==> src/rtl/pio_pkg.sv <==
// Shared types for the PIO sequencer and its phase generator.
package pio_pkg;

  localparam int unsigned NUM_PHASES = 4;

  typedef enum logic [2:0] {
    IDLE,
    WAIT,
    SETUP,
    STROBE,
    HOLD,
    DONE
  } state_e;

  typedef enum logic [$clog2(NUM_PHASES)-1:0] {
    PH_W,
    PH_X,
    PH_Y,
    PH_Z
  } phase_e;

  function automatic phase_e next_phase(input phase_e ph);
    case (ph)
      PH_W:    return PH_X;
      PH_X:    return PH_Y;
      PH_Y:    return PH_Z;
      default: return PH_W;
    endcase
  endfunction

  function automatic int unsigned max3(input int unsigned a, input int unsigned b,
                                       input int unsigned c);
    int unsigned m;
    m = (a > b) ? a : b;
    return (m > c) ? m : c;
  endfunction

endpackage

==> src/rtl/pio_sequencer_if.sv <==
// Command handshake between a command source and the PIO sequencer.
interface pio_sequencer_if;
  logic       req_valid;
  logic       req_ready;
  logic [8:0] req_addr;
  logic       req_ai3;
  logic       req_trs;

  modport master (output req_valid, output req_addr, output req_ai3, output req_trs,
                  input req_ready);
  modport slave  (input req_valid, input req_addr, input req_ai3, input req_trs,
                  output req_ready);
endinterface

==> src/rtl/phase_gen.sv <==
// Free-running four-phase W/X/Y/Z generator; bb_o marks the last clock of Z.
module phase_gen
  import pio_pkg::*;
#(
  parameter int unsigned PHASE_LEN = 4
) (
  input  logic clk_i,
  input  logic rst_i,
  output logic wda_o,
  output logic xda_o,
  output logic yda_o,
  output logic zda_o,
  output logic bb_o
);
  localparam int unsigned CW = (PHASE_LEN > 1) ? $clog2(PHASE_LEN) : 1;
  localparam logic [CW-1:0] LAST = CW'(PHASE_LEN - 1);

  logic [CW-1:0] cnt_q, cnt_d;
  phase_e        ph_q, ph_d;
  logic          run_q;
  logic          last;

  assign last = (cnt_q == LAST);

  always_comb begin
    cnt_d = cnt_q;
    ph_d  = ph_q;
    if (run_q) begin
      if (last) begin
        cnt_d = '0;
        ph_d  = next_phase(ph_q);
      end else begin
        cnt_d = cnt_q + 1'b1;
      end
    end
  end

  // run_q keeps every phase low in the reset cycle so W begins on the first edge after release.
  always_ff @(posedge clk_i) begin
    if (rst_i) begin
      run_q <= 1'b0;
      cnt_q <= '0;
      ph_q  <= PH_W;
    end else begin
      run_q <= 1'b1;
      cnt_q <= cnt_d;
      ph_q  <= ph_d;
    end
  end

  always_comb begin
    wda_o = run_q && (ph_q == PH_W);
    xda_o = run_q && (ph_q == PH_X);
    yda_o = run_q && (ph_q == PH_Y);
    zda_o = run_q && (ph_q == PH_Z);
    bb_o  = run_q && (ph_q == PH_Z) && last;
  end

endmodule

==> src/rtl/pio_sequencer.sv <==
// LVDC-side PIO transfer sequencer: bit-aligned address setup, PIOV strobe and hold.
// Optional odd-parity output APARV when PIO_PARITY_EN is defined.
module pio_sequencer
  import pio_pkg::*;
#(
  parameter int unsigned PHASE_LEN   = 4,
  parameter int unsigned SETUP_BITS  = 1,
  parameter int unsigned STROBE_BITS = 2,
  parameter int unsigned HOLD_BITS   = 1
) (
  input  logic           SIM_CLK,
  input  logic           SIM_RST,
  pio_sequencer_if.slave cmd,
  output logic           A1V,
  output logic           A2V,
  output logic           A3V,
  output logic           A4V,
  output logic           A5V,
  output logic           A6V,
  output logic           A7V,
  output logic           A8V,
  output logic           A9V,
  output logic           AI3V,
  output logic           TRSV,
  output logic           PIOV,
  output logic           WDA,
  output logic           XDA,
  output logic           YDA,
  output logic           ZDA,
  output logic           done
`ifdef PIO_PARITY_EN
  ,
  output logic           APARV
`endif
);
  localparam int unsigned MAX_BITS = max3(SETUP_BITS, STROBE_BITS, HOLD_BITS);
  localparam int unsigned BW       = $clog2(MAX_BITS + 1);
  localparam logic [BW-1:0] SETUP_LD  = BW'(SETUP_BITS - 1);
  localparam logic [BW-1:0] STROBE_LD = BW'(STROBE_BITS - 1);
  localparam logic [BW-1:0] HOLD_LD   = (HOLD_BITS > 0) ? BW'(HOLD_BITS - 1) : '0;

  state_e        state_q, state_d;
  logic [BW-1:0] bits_q, bits_d;
  logic          ready_q;
  logic [10:0]   cmd_q;
  logic [10:0]   lines_q;
  logic          accept, load_lines, clr_lines, bb;

  phase_gen #(.PHASE_LEN(PHASE_LEN)) u_phase (
    .clk_i (SIM_CLK),
    .rst_i (SIM_RST),
    .wda_o (WDA),
    .xda_o (XDA),
    .yda_o (YDA),
    .zda_o (ZDA),
    .bb_o  (bb)
  );

  assign cmd.req_ready = ready_q;

  always_ff @(posedge SIM_CLK) begin
    if (SIM_RST) begin
      state_q <= IDLE;
      bits_q  <= '0;
      ready_q <= 1'b0;
    end else begin
      state_q <= state_d;
      bits_q  <= bits_d;
      ready_q <= (state_d == IDLE);
    end
  end

  // Each bit-counting state reloads on entry and advances only on bit boundaries.
  always_comb begin
    state_d    = state_q;
    bits_d     = bits_q;
    accept     = 1'b0;
    load_lines = 1'b0;
    clr_lines  = 1'b0;
    case (state_q)
      IDLE: begin
        accept = cmd.req_valid && ready_q;
        if (accept) state_d = WAIT;
      end
      WAIT: begin
        if (bb) begin
          state_d    = SETUP;
          bits_d     = SETUP_LD;
          load_lines = 1'b1;
        end
      end
      SETUP: begin
        if (bb) begin
          if (bits_q == '0) begin
            state_d = STROBE;
            bits_d  = STROBE_LD;
          end else begin
            bits_d = bits_q - 1'b1;
          end
        end
      end
      STROBE: begin
        if (bb) begin
          if (bits_q == '0) begin
            state_d = (HOLD_BITS == 0) ? DONE : HOLD;
            bits_d  = HOLD_LD;
          end else begin
            bits_d = bits_q - 1'b1;
          end
        end
      end
      HOLD: begin
        if (bb) begin
          if (bits_q == '0) state_d = DONE;
          else              bits_d  = bits_q - 1'b1;
        end
      end
      DONE: begin
        state_d   = IDLE;
        clr_lines = 1'b1;
      end
      default: state_d = IDLE;
    endcase
  end

  always_ff @(posedge SIM_CLK) begin
    if (SIM_RST) begin
      cmd_q   <= '0;
      lines_q <= '0;
    end else begin
      if (accept)          cmd_q   <= {cmd.req_trs, cmd.req_ai3, cmd.req_addr};
      if (load_lines)      lines_q <= cmd_q;
      else if (clr_lines)  lines_q <= '0;
    end
  end

`ifdef PIO_PARITY_EN
  logic apar_q;

  always_ff @(posedge SIM_CLK) begin
    if (SIM_RST)         apar_q <= 1'b1;
    else if (load_lines) apar_q <= ~^cmd_q[9:0];
    else if (clr_lines)  apar_q <= 1'b1;
  end

  assign APARV = apar_q;
`endif

  always_comb begin
    PIOV = (state_q == STROBE);
    done = (state_q == DONE);
    {TRSV, AI3V, A9V, A8V, A7V, A6V, A5V, A4V, A3V, A2V, A1V} = lines_q;
  end

endmodule
==> src/flat_wrapper.sv <==
// flat-port wrapper written by rule: the top's interface ports become plain ports
module pio_sequencer_flat import pio_pkg::*;
#(
  parameter int unsigned PHASE_LEN   = 4,
  parameter int unsigned SETUP_BITS  = 1,
  parameter int unsigned STROBE_BITS = 2,
  parameter int unsigned HOLD_BITS   = 1
)
  (SIM_CLK, SIM_RST, A1V, A2V, A3V, A4V, A5V, A6V, A7V, A8V, A9V, AI3V, TRSV, PIOV, WDA, XDA, YDA, ZDA, done, cmd_req_valid, cmd_req_addr, cmd_req_ai3, cmd_req_trs, cmd_req_ready);
  pio_sequencer_if cmd_i ();
  input  logic SIM_CLK;
  input  logic SIM_RST;
  output logic A1V;
  output logic A2V;
  output logic A3V;
  output logic A4V;
  output logic A5V;
  output logic A6V;
  output logic A7V;
  output logic A8V;
  output logic A9V;
  output logic AI3V;
  output logic TRSV;
  output logic PIOV;
  output logic WDA;
  output logic XDA;
  output logic YDA;
  output logic ZDA;
  output logic done;
  input wire logic [$bits(cmd_i.req_valid)-1:0] cmd_req_valid;
  input wire logic [$bits(cmd_i.req_addr)-1:0] cmd_req_addr;
  input wire logic [$bits(cmd_i.req_ai3)-1:0] cmd_req_ai3;
  input wire logic [$bits(cmd_i.req_trs)-1:0] cmd_req_trs;
  output wire logic [$bits(cmd_i.req_ready)-1:0] cmd_req_ready;
  assign cmd_i.req_valid = cmd_req_valid;
  assign cmd_i.req_addr = cmd_req_addr;
  assign cmd_i.req_ai3 = cmd_req_ai3;
  assign cmd_i.req_trs = cmd_req_trs;
  assign cmd_req_ready = cmd_i.req_ready;
  pio_sequencer #(.PHASE_LEN(PHASE_LEN), .SETUP_BITS(SETUP_BITS), .STROBE_BITS(STROBE_BITS), .HOLD_BITS(HOLD_BITS)) u_core (.SIM_CLK(SIM_CLK), .SIM_RST(SIM_RST), .cmd(cmd_i), .A1V(A1V), .A2V(A2V), .A3V(A3V), .A4V(A4V), .A5V(A5V), .A6V(A6V), .A7V(A7V), .A8V(A8V), .A9V(A9V), .AI3V(AI3V), .TRSV(TRSV), .PIOV(PIOV), .WDA(WDA), .XDA(XDA), .YDA(YDA), .ZDA(ZDA), .done(done));
endmodule
==> config.mk <==
export PLATFORM = sky130hd
export DESIGN_NAME = pio_sequencer_flat
export DESIGN_NICKNAME = d
export VERILOG_FILES = /design/src/rtl/pio_pkg.sv /design/src/rtl/pio_sequencer_if.sv /design/src/rtl/phase_gen.sv /design/src/rtl/pio_sequencer.sv /design/src/flat_wrapper.sv
export SDC_FILE = /design/constraint.sdc
export NUM_CORES = 1
export LEC_CHECK = 0
export CAP_MARGIN = 25
export CORE_UTILIZATION = 45
export DETAILED_ROUTE_END_ITERATION = 10
export GPL_TIMING_DRIVEN = 0
export HOLD_SLACK_MARGIN = 0.12
export PLACE_DENSITY = 0.79
export SLEW_MARGIN = 40
export SYNTH_ARGS = -nofsm -noshare
export SYNTH_HDL_FRONTEND = slang
export SYNTH_HIERARCHICAL = 1
export SYNTH_SLANG_ARGS = --single-unit
==> constraint.sdc <==
create_clock -name SIM_CLK -period 1.7 [get_ports SIM_CLK]
set_input_delay 0.34 -clock SIM_CLK [delete_from_list [all_inputs] [get_ports SIM_CLK]]
set_output_delay 0.34 -clock SIM_CLK [all_outputs]
set_load 0.01 [all_outputs]
==> results of run 1 <==
==> cells in the final DEF, fill, tap and decap left out, types with 2 or more instances in the layout <==
master and instances:
o21ai_1 5, nor2_1 6, dfxtp_1 26, o21ai_0 18, buf_6 3, nand3b_1 2, buf_2 5, inv_1 7
a21oi_1 25, nand3_1 12, ha_2 2, nand4_1 2, clkbuf_4 5, bufinv_16 2, clkbuf_2 6, clkdlybuf4s50_1 25
nand2_1 12, a21oi_2 2, xnor2_1 2, dfxtp_2 7, and2_1 5, nand2b_1 3, clkbuf_1 3, buf_4 8
ha_1 5
==> per-stage QoR <==
| step | power, mW | cells |
|---|---|---|
| after floorplan | 0.922 | 188 |
| after global placement | 0.992 | 265 |
| after detailed placement | 0.994 | 265 |
| after CTS | 1.73 | 277 |
| after global routing | 1.80 | 279 |
| final | 1.74 | 279 |
==> how the worst max path moves through the flow <==
stage | from | end | slack, ns
2_1_floorplan | u_core/bits_q[0] | u_core/bits_q[1] | 0.002
3_3_place_gp | SIM_RST | u_core/lines_q[5] | -0.34
3_5_place_dp | SIM_RST | u_core/lines_q[1] | -0.38
4_1_cts | u_core/bits_q[1] | u_core/bits_q[1] | 0.002
5_1_grt | u_core/u_phase/cnt_q[0] | u_core/lines_q[1] | -0.04
6_report | u_core/state_q[1] | PIOV | 0.03
==> metal layers <==
metal,GRT usage,wire [um],vias up
li1,-,-,745
met4,0.0889,19,0
met1,0.284,1770,693
met5,0,0,-
met2,0.323,1760,54
met3,0.0311,210,2
==> sequential cells by signal, indices dropped and copies added, names as in the netlist <==
| signal | cells |
|---|---|
| u_core/u_phase/ph_q | 2 |
| u_core/u_phase/run_q | 1 |
| u_core/bits_q | 2 |
| u_core/lines_q | 11 |
| u_core/cmd.req_ready | 1 |
| u_core/u_phase/cnt_q | 2 |
| u_core/state_q | 3 |
| u_core/cmd_q | 11 |
==> layout make-up <==
cell class                      count  share of cell area
Multi-Input combinational cell    130               0.401
Tap cell                           46              0.0259
Clock buffer                        5              0.0169
Sequential cell                    33               0.301
Clock inverter                      3              0.0293
Timing Repair Buffer               38               0.159
Buffer                             16              0.0535
Inverter                            8              0.0135
==> power by group <==
| group | internal, mW | total (mW) | switching, mW |
|---|---|---|---|
| combinational | 0.0849 | 0.178 | 0.0935 |
| clock | 0.455 | 0.746 | 0.291 |
| sequential | 0.797 | 0.812 | 0.0153 |
==> cell families after synthesis <==
kind of cell | Yosys count | synth area share
and+or+nand+nor | 58 | 0.218
adders and majority gates | 8 | 0.0623
xor gates and xnor gates | 2 | 0.0109
muxes | 2 | 0.0132
DFF | 33 | 0.411
AOI/OAI and AO/OA | 60 | 0.214
buffers and inverters | 25 | 0.0701
==> what timing repair did <==
item                                    CTS  global route
hold buffers                              0             0
gates cloned                              0             1
pin swaps                                 3             2
buffers inserted                          5             1
resized for setup                        39            19
endpoints found under the setup margin   20            26
==> tightest hold or removal path, cell delays in order (launching register included) <==
cell and delay, ns:
dfxtp_1 0.32, nand2_1 0.05, a21oi_1 0.05
==> metrics.md, run 1 <==
| Metric | Value |
|---|---|
| Setup slack, reg-to-reg | `about 0.05 ns` |
| Critical path buffers and inverters | `2` |
| Wire per inst | `13.5 um` |
| Slowest CP cell | `dfxtp_2` |
| Initial DRC Count | `68` |
| Footprint of the multi-input gates | `slightly below 900 um2` |
| Number of global-route vias before repair | `between 1,000 and 1,500` |
| Area grow syn2layout | `38.4%` |
| CTS buffer count | `5` |
| Placed Area | `between 0.0015 and 0.002 mm2` |
| Worst EP arrival | `between 1 and 1.5 ns` |
| Antenna Nets Post-Route | `0` |
| Reg2Reg Depth | `5` |
| Setup WS pre-CTS | `-0.384 ns` |
| Slew HR | `0.706` |
| Yosys reg bits | `33` |
| Slew Limit Fails | `0` |
| RD Place Congestion | `about 0.78` |
| Worst Hold Launch | `u_core/cmd_q[10]` |
| Number of core rows | `21` |
| FF-to-FF End | `u_core/bits_q[1]` |
| Worst r2r src | `u_core/bits_q[1]` |
| Library cells used by synthesis | `between 40 and 50` |
| Hold WS | `roughly 0.46 ns` |
| Crit end category | `output pin` |
| Pwr Density | `slightly below 800 mW/mm2` |
| WP data required | `1.36 ns` |
| Clock period minus worst slack | `approximately 1.7 ns` |
| Final core occ | `0.656` |
| Core area | `between 0.003 and 0.004 mm2` |
| Synth top cells by count | `dfxtp_1, a21oi_1, o21ai_0` |
| Synthesized Nets | `210` |
| Placed wire-length estimate | `~2400 um` |
| Mapped cell area | `approximately 0.0016 mm2` |
| Crit path kind | `flop to output pin` |
| # DRC | `0` |
| Final Cycle Share | `0.980` |
| Final Hold Fails | `0` |
| Status | `finished, final reports clean` |
| CP Max Fanout | `10` |
| Drt total wl | `between 3000 and 4000 um` |
| Area fraction of the dominant cell type after synthesis | `0.411` |
| Clock-pin slew on the worst setup and hold paths | `approximately 0.11 ns` |
| Top-Level Pins | `32` |
| Clock Tree Buf Depth | `2` |
| Largest net degree at the start of global routing | `12` |
| Synth Flop Type | `dfxtp_1` |
| First-pass GRT wire length | `between 5000 and 6000 um` |
| Clk Latency, worst-skew pair | `approximately 0.34 ns` |
| Number of synthesized flops with an enable pin | `0` |
| # diodes | `0` |
| Fraction of layout instances using a drive strength above 1 | `0.249` |
| Gate Count Post-Synth | `about 190` |
| Die ar. | `0.00381 mm2` |
| Count leader, synth | `dfxtp_1` |
| Overall routing resource usage | `0.206` |
| Vias/cell | `approximately 5.4` |
| Number of max-cap violations | `0` |
| Clock sinks | `33` |
| Top cells by area, synth | `dfxtp_1, a21oi_1, o21ai_0` |
| Max incr delay on CP | `roughly 0.41 ns` |
| Setup Skew | `approximately 0.017 ns` |
| Critical path depth in cells | `4` |
| Avg Cell Area, Syn | `approximately 8.5 um2` |
| Grt ovf | `0` |
| H-tree depth | `2` |
| Tightest Pin Transition | `0.440 ns` |
| Ys async rst share | `0` |
| Filler cells | `between 200 and 300` |
| Top delay family on crit path | `flip-flops` |
| Worst setup SP type | `flop` |
| VDD IR max | `between 0.4 and 0.5 mV` |
| Syn. warnings | `6` |
| Detailed Routing Iterations Pass 1 | `5` |
| Fmax | `between 0.6 and 0.7 GHz` |
| IO Port Bufs | `31` |
| Sequential area share after synthesis | `0.411` |
| Hold Path Stages | `2` |
| Worst hold path type | `flop to flop` |
| Initial antenna violation count | `0` |
| Lkg Pwr | `0.808 nW` |
| CTS root buf | `clkbuf_4` |
| Final worst slack | `between 0.03 and 0.04 ns` |
| DR vias | `about 1,500` |
| Cell Chain, Critical Path | `buf_6 -> nor2b_4 -> and2_1 -> buf_2` |
| Die height | `roughly 62 um` |
| Top cell type by total area after synthesis | `dfxtp_1` |
| Reg area | `between 600 and 700 um2` |
| Final Instance Area | `~0.0022 mm2` |
| Initial Util | `0.474` |
| CTS tree | `done` |
| Hold path endpoint | `u_core/lines_q[10]` |
| Chip width | `approximately 62 um` |
| Layout Nets | `~250` |
| Final setup violation count | `0` |
| Setup_tns | `0 ns` |
No activity file was read; power rests on OpenSTA's default activity.
==> run 2: changes to the inputs <==
CTS_CLUSTER_SIZE = 30   (was not set)
==> results of run 2 <==
No change in the layout: final DEF, timing and power equal those of run 1.
